File: src/rtl/bundle_prefetch_queue.sv
// Fetch-side prefetch queue: in-order 128-bit bundle reads, PC-tagged queue, flush/redirect with stale-response drop.
// Optional PREFETCH_STATS_EN adds saturating flush_count / starve_count outputs.
module bundle_prefetch_queue #(
    parameter int          DEPTH           = 4,
    parameter int          MAX_OUTSTANDING = 2,
    parameter logic [31:0] RESET_PC        = 32'h0000_0000
) (
    input  logic         clk,
    input  logic         rst,
    input  logic         flush,
    input  logic [31:0]  flush_pc,
    output logic         mem_req_valid,
    input  logic         mem_req_ready,
    output logic [31:0]  mem_req_addr,
    input  logic         mem_resp_valid,
    input  logic [127:0] mem_resp_bundle,
    output logic         bundle_valid,
    input  logic         bundle_ready,
    output logic [127:0] bundle_out,
    output logic [31:0]  bundle_pc
`ifdef PREFETCH_STATS_EN
    ,
    output logic [15:0]  flush_count,
    output logic [15:0]  starve_count
`endif
);

    localparam int PTR_W = $clog2(DEPTH);
    localparam int CNT_W = PTR_W + 1;
    localparam int SUM_W = PTR_W + 2;
    localparam int OUT_W = $clog2(MAX_OUTSTANDING + 1);

    logic [127:0]     data_q [DEPTH];
    logic [31:0]      pc_q   [DEPTH];
    logic [PTR_W-1:0] wr_ptr, rd_ptr;
    logic [CNT_W-1:0] count;
    logic [OUT_W-1:0] outstanding, drop_cnt, out_next;
    logic [31:0]      fetch_pc, resp_pc, redirect_pc;
    logic [SUM_W-1:0] live_inflight, committed;
    logic             accept, push, pop, dropping;

    // Live in-flight responses already own a queue slot, so they count against space.
    assign live_inflight = SUM_W'(outstanding) - SUM_W'(drop_cnt);
    assign committed     = SUM_W'(count) + live_inflight;

    assign mem_req_valid = rst && !flush
                           && (outstanding < OUT_W'(MAX_OUTSTANDING))
                           && (committed < SUM_W'(DEPTH));
    assign mem_req_addr  = fetch_pc;

    assign bundle_valid  = (count != '0) && !flush;
    assign bundle_out    = data_q[rd_ptr];
    assign bundle_pc     = pc_q[rd_ptr];

    assign accept      = mem_req_valid && mem_req_ready;
    assign dropping    = mem_resp_valid && (drop_cnt != '0);
    assign push        = mem_resp_valid && (drop_cnt == '0) && !flush;
    assign pop         = bundle_valid && bundle_ready;
    assign out_next    = outstanding + OUT_W'(accept) - OUT_W'(mem_resp_valid);
    assign redirect_pc = flush_pc & 32'hFFFF_FFF0;

    always_ff @(posedge clk or negedge rst) begin
        if (!rst) begin
            wr_ptr      <= '0;
            rd_ptr      <= '0;
            count       <= '0;
            outstanding <= '0;
            drop_cnt    <= '0;
            fetch_pc    <= RESET_PC;
            resp_pc     <= RESET_PC;
        end else begin
            outstanding <= out_next;
            if (flush) begin
                // Everything still in flight after this cycle is stale.
                count    <= '0;
                rd_ptr   <= wr_ptr;
                fetch_pc <= redirect_pc;
                resp_pc  <= redirect_pc;
                drop_cnt <= out_next;
            end else begin
                if (accept)
                    fetch_pc <= fetch_pc + 32'd16;
                if (dropping)
                    drop_cnt <= drop_cnt - OUT_W'(1);
                if (push) begin
                    wr_ptr  <= wr_ptr + PTR_W'(1);
                    resp_pc <= resp_pc + 32'd16;
                end
                if (pop)
                    rd_ptr <= rd_ptr + PTR_W'(1);
                if (push && !pop)
                    count <= count + CNT_W'(1);
                else if (pop && !push)
                    count <= count - CNT_W'(1);
            end
        end
    end

    always_ff @(posedge clk or negedge rst) begin
        if (!rst) begin
            for (int i = 0; i < DEPTH; i++) begin
                data_q[i] <= '0;
                pc_q[i]   <= '0;
            end
        end else if (push) begin
            data_q[wr_ptr] <= mem_resp_bundle;
            pc_q[wr_ptr]   <= resp_pc;
        end
    end

`ifdef PREFETCH_STATS_EN
    always_ff @(posedge clk or negedge rst) begin
        if (!rst) begin
            flush_count  <= '0;
            starve_count <= '0;
        end else begin
            if (flush && (flush_count != 16'hFFFF))
                flush_count <= flush_count + 16'd1;
            if ((count == '0) && bundle_ready && !flush && (starve_count != 16'hFFFF))
                starve_count <= starve_count + 16'd1;
        end
    end
`endif

endmodule

File: config.mk
export PLATFORM = sky130hd
export DESIGN_NAME = bundle_prefetch_queue
export DESIGN_NICKNAME = d
export VERILOG_FILES = /design/src/rtl/bundle_prefetch_queue.sv
export SDC_FILE = /design/constraint.sdc
export NUM_CORES = 1
export LEC_CHECK = 0
export BUFFER_PORTS_ARGS = -buffer_cell sky130_fd_sc_hd__buf_4
export CAP_MARGIN = 40
export CORE_MARGIN = 5
export CORE_UTILIZATION = 50
export DETAILED_ROUTE_END_ITERATION = 10
export PLACE_DENSITY_LB_ADDON = 0.2
export SETUP_SLACK_MARGIN = 0.4
export SLEW_MARGIN = 20
export SYNTH_ARGS = -nofsm -noshare
export SYNTH_HDL_FRONTEND = slang
export SYNTH_SLANG_ARGS = --single-unit
File: constraint.sdc
create_clock -name clk -period 8.59 [get_ports clk]
set_input_delay 0.4295 -clock clk [delete_from_list [all_inputs] [get_ports clk]]
set_output_delay 0.4295 -clock clk [all_outputs]
set_load 0.01 [all_outputs]
==> qor.log <==
[outcome] run status complete, no violations
[sta] worst hold-check slack 0.0702 ns
[clocking] clock sink count 691
[critical_path] required time at the endpoint of the critical path 8.16 ns
[placed_design] port buffer count 347
[yosys] Syn Std Cell Area 30,700 um2
[sta] RSZ-0062 raised after global routing false
[critical_path] Crit path depth 9
[route] vias per cell 5.77
[power_and_ir_drop] net switching share of the total power 29.8%
[global_routing] number of antenna violations at the first check in global routing 4
[global_routing] all-layer global routing usage 21.5%
[critical_path] Reg2Reg Depth 15
[clocking] Inserted Clock Buffers 76
[clocking] CTS tree done
[yosys] top_reg_cell synth dfrtp_1
[power_and_ir_drop] leakage dissipation 0.0168 uW
[power_and_ir_drop] sequential cell fraction of total power 38.9%
[sta] worst slew margin relative to its limit 28.9%
[min_path] Tightest Hold Check Type input port to flop
[die] core area 60,600 um2
[run] count of max-cap constraint violations 0
[power_and_ir_drop] part of the power in combinational logic 36.9%
[power_and_ir_drop] largest voltage drop on the vdd net 185 uV
[placed_design] final HPWL from detailed placement 44.4 mm
[layout] area grow syn2layout 20.2%
[die] number of cell rows 90
[critical_path] capture point of the worst reg-to-reg path drop_cnt[1]
[clocking] clock edge transition at the registers on the reported setup and hold paths 0.06 ns
[clocking] CTS resizes 0
[critical_path] critical path class flop to output port
[layout] fraction of final layout cells with drive strength greater than 1 56.0%
[yosys] number of warnings printed during yosys synthesis 0
[yosys] share of the yosys chip area belonging to registers 56.4%
[yosys] number of synthesized flops with an enable pin 0
[route] highest routed layer met5
[route] routed length per instance 22.8 um
[layout] Seq. cell area 17,300 um2
[yosys] synthesis-stage register bit count 691
[route] drt total wl 71.0 mm
[yosys] Post-synth ARST share 100%
[layout] post-layout net count 2,451
[die] die area 66,400 um2
[critical_path] critical path capture point mem_req_valid
[yosys] most numerous cell types in the synthesized netlist dfrtp_1 (691), mux2_2 (631), mux4_2 (156), clkbuf_1 (87), nand2_1 (46)
[clocking] Clock Path Buffers 3
[sta] final number of setup-violating endpoints 0
[route] post-detailed-route DRC marker count 0
[die] effective utilization at floorplan 50.6%
[yosys] per-instance average area after synthesis 15.7 um2
[layout] Filler Cell Count 4,577
[power_and_ir_drop] clock network fraction of design power 24.2%
[die] top-level I/O count 360
[sta] final period demand of the worst path 3.99 ns
[clocking] Clock Latency Late Sink 0.60 ns
[critical_path] Register-to-Register Setup Slack 4.90 ns
[critical_path] source of the critical timing path outstanding[0]
[route] met2 routed wirelength 35.7 mm
[critical_path] max incr delay on CP 0.71 ns
[critical_path] Buf/Inv on CP 3
[yosys] fraction of post-synthesis cell area in the top cell type by area 56.4%
[sta] Final Cycle Share 46.4%
[route] number of search-and-repair iterations in the first detailed-routing pass 5
[sta] summed negative setup slack over all endpoints 0 ns
[global_routing] first-pass GRT wire length 115 mm
[route] total vias in the final route 18,000
[route] count of antenna-violating nets left after detailed routing 0
[layout] Multi-input gate area 12,800 um2
[critical_path] Critical R2R Launch outstanding[0]
[sta] pins over their slew limit 0
[yosys] cell count after synthesis 1,951
[route] DRC violation total after the first TritonRoute iteration 1,073
[global_routing] leftover overflow at the end of global routing 0
[critical_path] Arrival @ worst endpoint 3.56 ns
[sta] Worst Tran Pin Value 1.07 ns
[critical_path] slowest cell on the critical path a2111oi_0
[route] Met1 Routed Length 29.2 mm
[critical_path] cells along the critical path inv_1 > ha_1 > inv_1 > fa_1 > ha_1 > and3b_2 > a211o_1 > a2111oi_0 > buf_4
[placed_design] gp weighted congestion 0.806
[critical_path] maximum fanout encountered on the critical timing path 10
[route] total length of routed met3 wires 3.77 mm
[power_and_ir_drop] power per cell area 379 nW/um2
[yosys] cell type with the highest aggregate area in the netlist dfrtp_1
[critical_path] kind of start point of the critical path flop
[sta] highest achievable clock rate 251 MHz
[power_and_ir_drop] internal power consumption 9800 uW
[critical_path] delay-heaviest family, CP compound AO/OA/AOI/OAI gates
[clocking] Root Driver clkbuf_16
[clocking] maximum level of the CTS H-tree 3
[die] Die Wd 258 um
[yosys] library cells used by synthesis 56
[sta] clock tree skew after final layout 0.0191 ns
[power_and_ir_drop] switching power 4160 uW
[min_path] min-delay src flush_pc[12]
[sta] number of hold-slack violations in the final timing report 0
[die] die height 258 um
[global_routing] maximum number of pins on one net before global-route repair 165
[yosys] cells taking the most area after synthesis dfrtp_1 (56%), mux2_2 (23%), mux4_2 (11%)
[critical_path] Setup crit end kind output port
[yosys] most frequently used cell type in the post-synthesis netlist dfrtp_1
[global_routing] via count of the first global-routing pass 20,000
## how the worst min path moves through the flow
stage	to	slack, ns	cells after the start
6_report	mem_req_addr[12]	0.07	2
5_1_grt	mem_req_addr[12]	0.04	2
4_1_cts	resp_pc[6]	0.02	2
3_5_place_dp	pc_q[91]	0.47	2
3_3_place_gp	pc_q[27]	0.46	2
2_1_floorplan	count[0]	0.13	0
## sequential cells by signal, indices dropped and copies added (netlist names)
signal        flops
count             3
data_q          512
drop_cnt          2
mem_req_addr     28
outstanding       2
pc_q            112
rd_ptr            2
resp_pc          28
wr_ptr            2
## layout by cell type, fill, tap and decap left out, types with 10 or more instances in the layout
cell type and instances:
a21oi_1 20, or4_1 11, nand3_1 21, xor2_1 16
mux4_2 156, inv_1 12, clkbuf_1 15, ha_1 11
nand2_1 42, o21ai_0 21, nand4_1 10, buf_4 359
nor2_1 21, and3_1 13, xnor2_1 17, clkbuf_16 79
clkbuf_8 21, mux2_2 631, dfrtp_1 689, nor3_1 12
## cell families after synthesis
| family | after synthesis | synth area share, % |
|---|---|---|
| xor+xnor | 33 | 0.942 |
| other cells | 1 | 0.0122 |
| mux | 790 | 34.7 |
| compound gates | 96 | 2.17 |
| buf+inv | 155 | 2.15 |
| fa+ha+maj | 13 | 0.579 |
| simple gates | 172 | 3.04 |
| flops | 691 | 56.4 |
## metal layers
layer / global-route usage (%) / vias to the layer above
met5: 0 / -
met4: 7.09 / 2
met3: 4.98 / 126
met2: 36.0 / 381
met1: 28.2 / 9512
li1: - / 7932
## area by class of cell
class                   instances  share of cell area [%]
clock inverters                18                   0.801
repair buffers                378                    8.48
diodes                          3                  0.0204
flip-flops and latches        691                    46.9
well taps                     782                    2.65
inverters                      13                   0.132
clock buffers                 115                    6.30
multi-input cells            1112                    34.7
## power groups by stage
| stage | registers (uW) | logic [uW] | clock network [uW] |
|---|---|---|---|
| final | 5430 | 5150 | 3380 |
| after global routing | 5600 | 5570 | 3600 |
| after CTS | 5430 | 5260 | 3470 |
| after detailed placement | 5480 | 5230 | 0 |
| after global placement | 5420 | 4990 | 0 |
| after floorplan | 5170 | 3380 | 0 |
## metrics by stage
step	cells	cell area, um2	power (uW)	util [%]	setup WS, ns
after floorplan	1958	30700	8550	-	5.38
after global routing	3111	36900	14800	60.9	4.47
after CTS	3108	36800	14200	60.8	4.58
after detailed placement	2974	34200	10700	56.5	4.92
after global placement	2961	33900	10400	56.0	4.52
final	3112	36900	14000	60.9	4.60
## repair_timing
item                      in CTS  in global routing
hold endpoints to repair      81                  0
buffers inserted               0                  0
hold buffers                   1                  0
No activity file was read; power rests on OpenSTA's default activity.
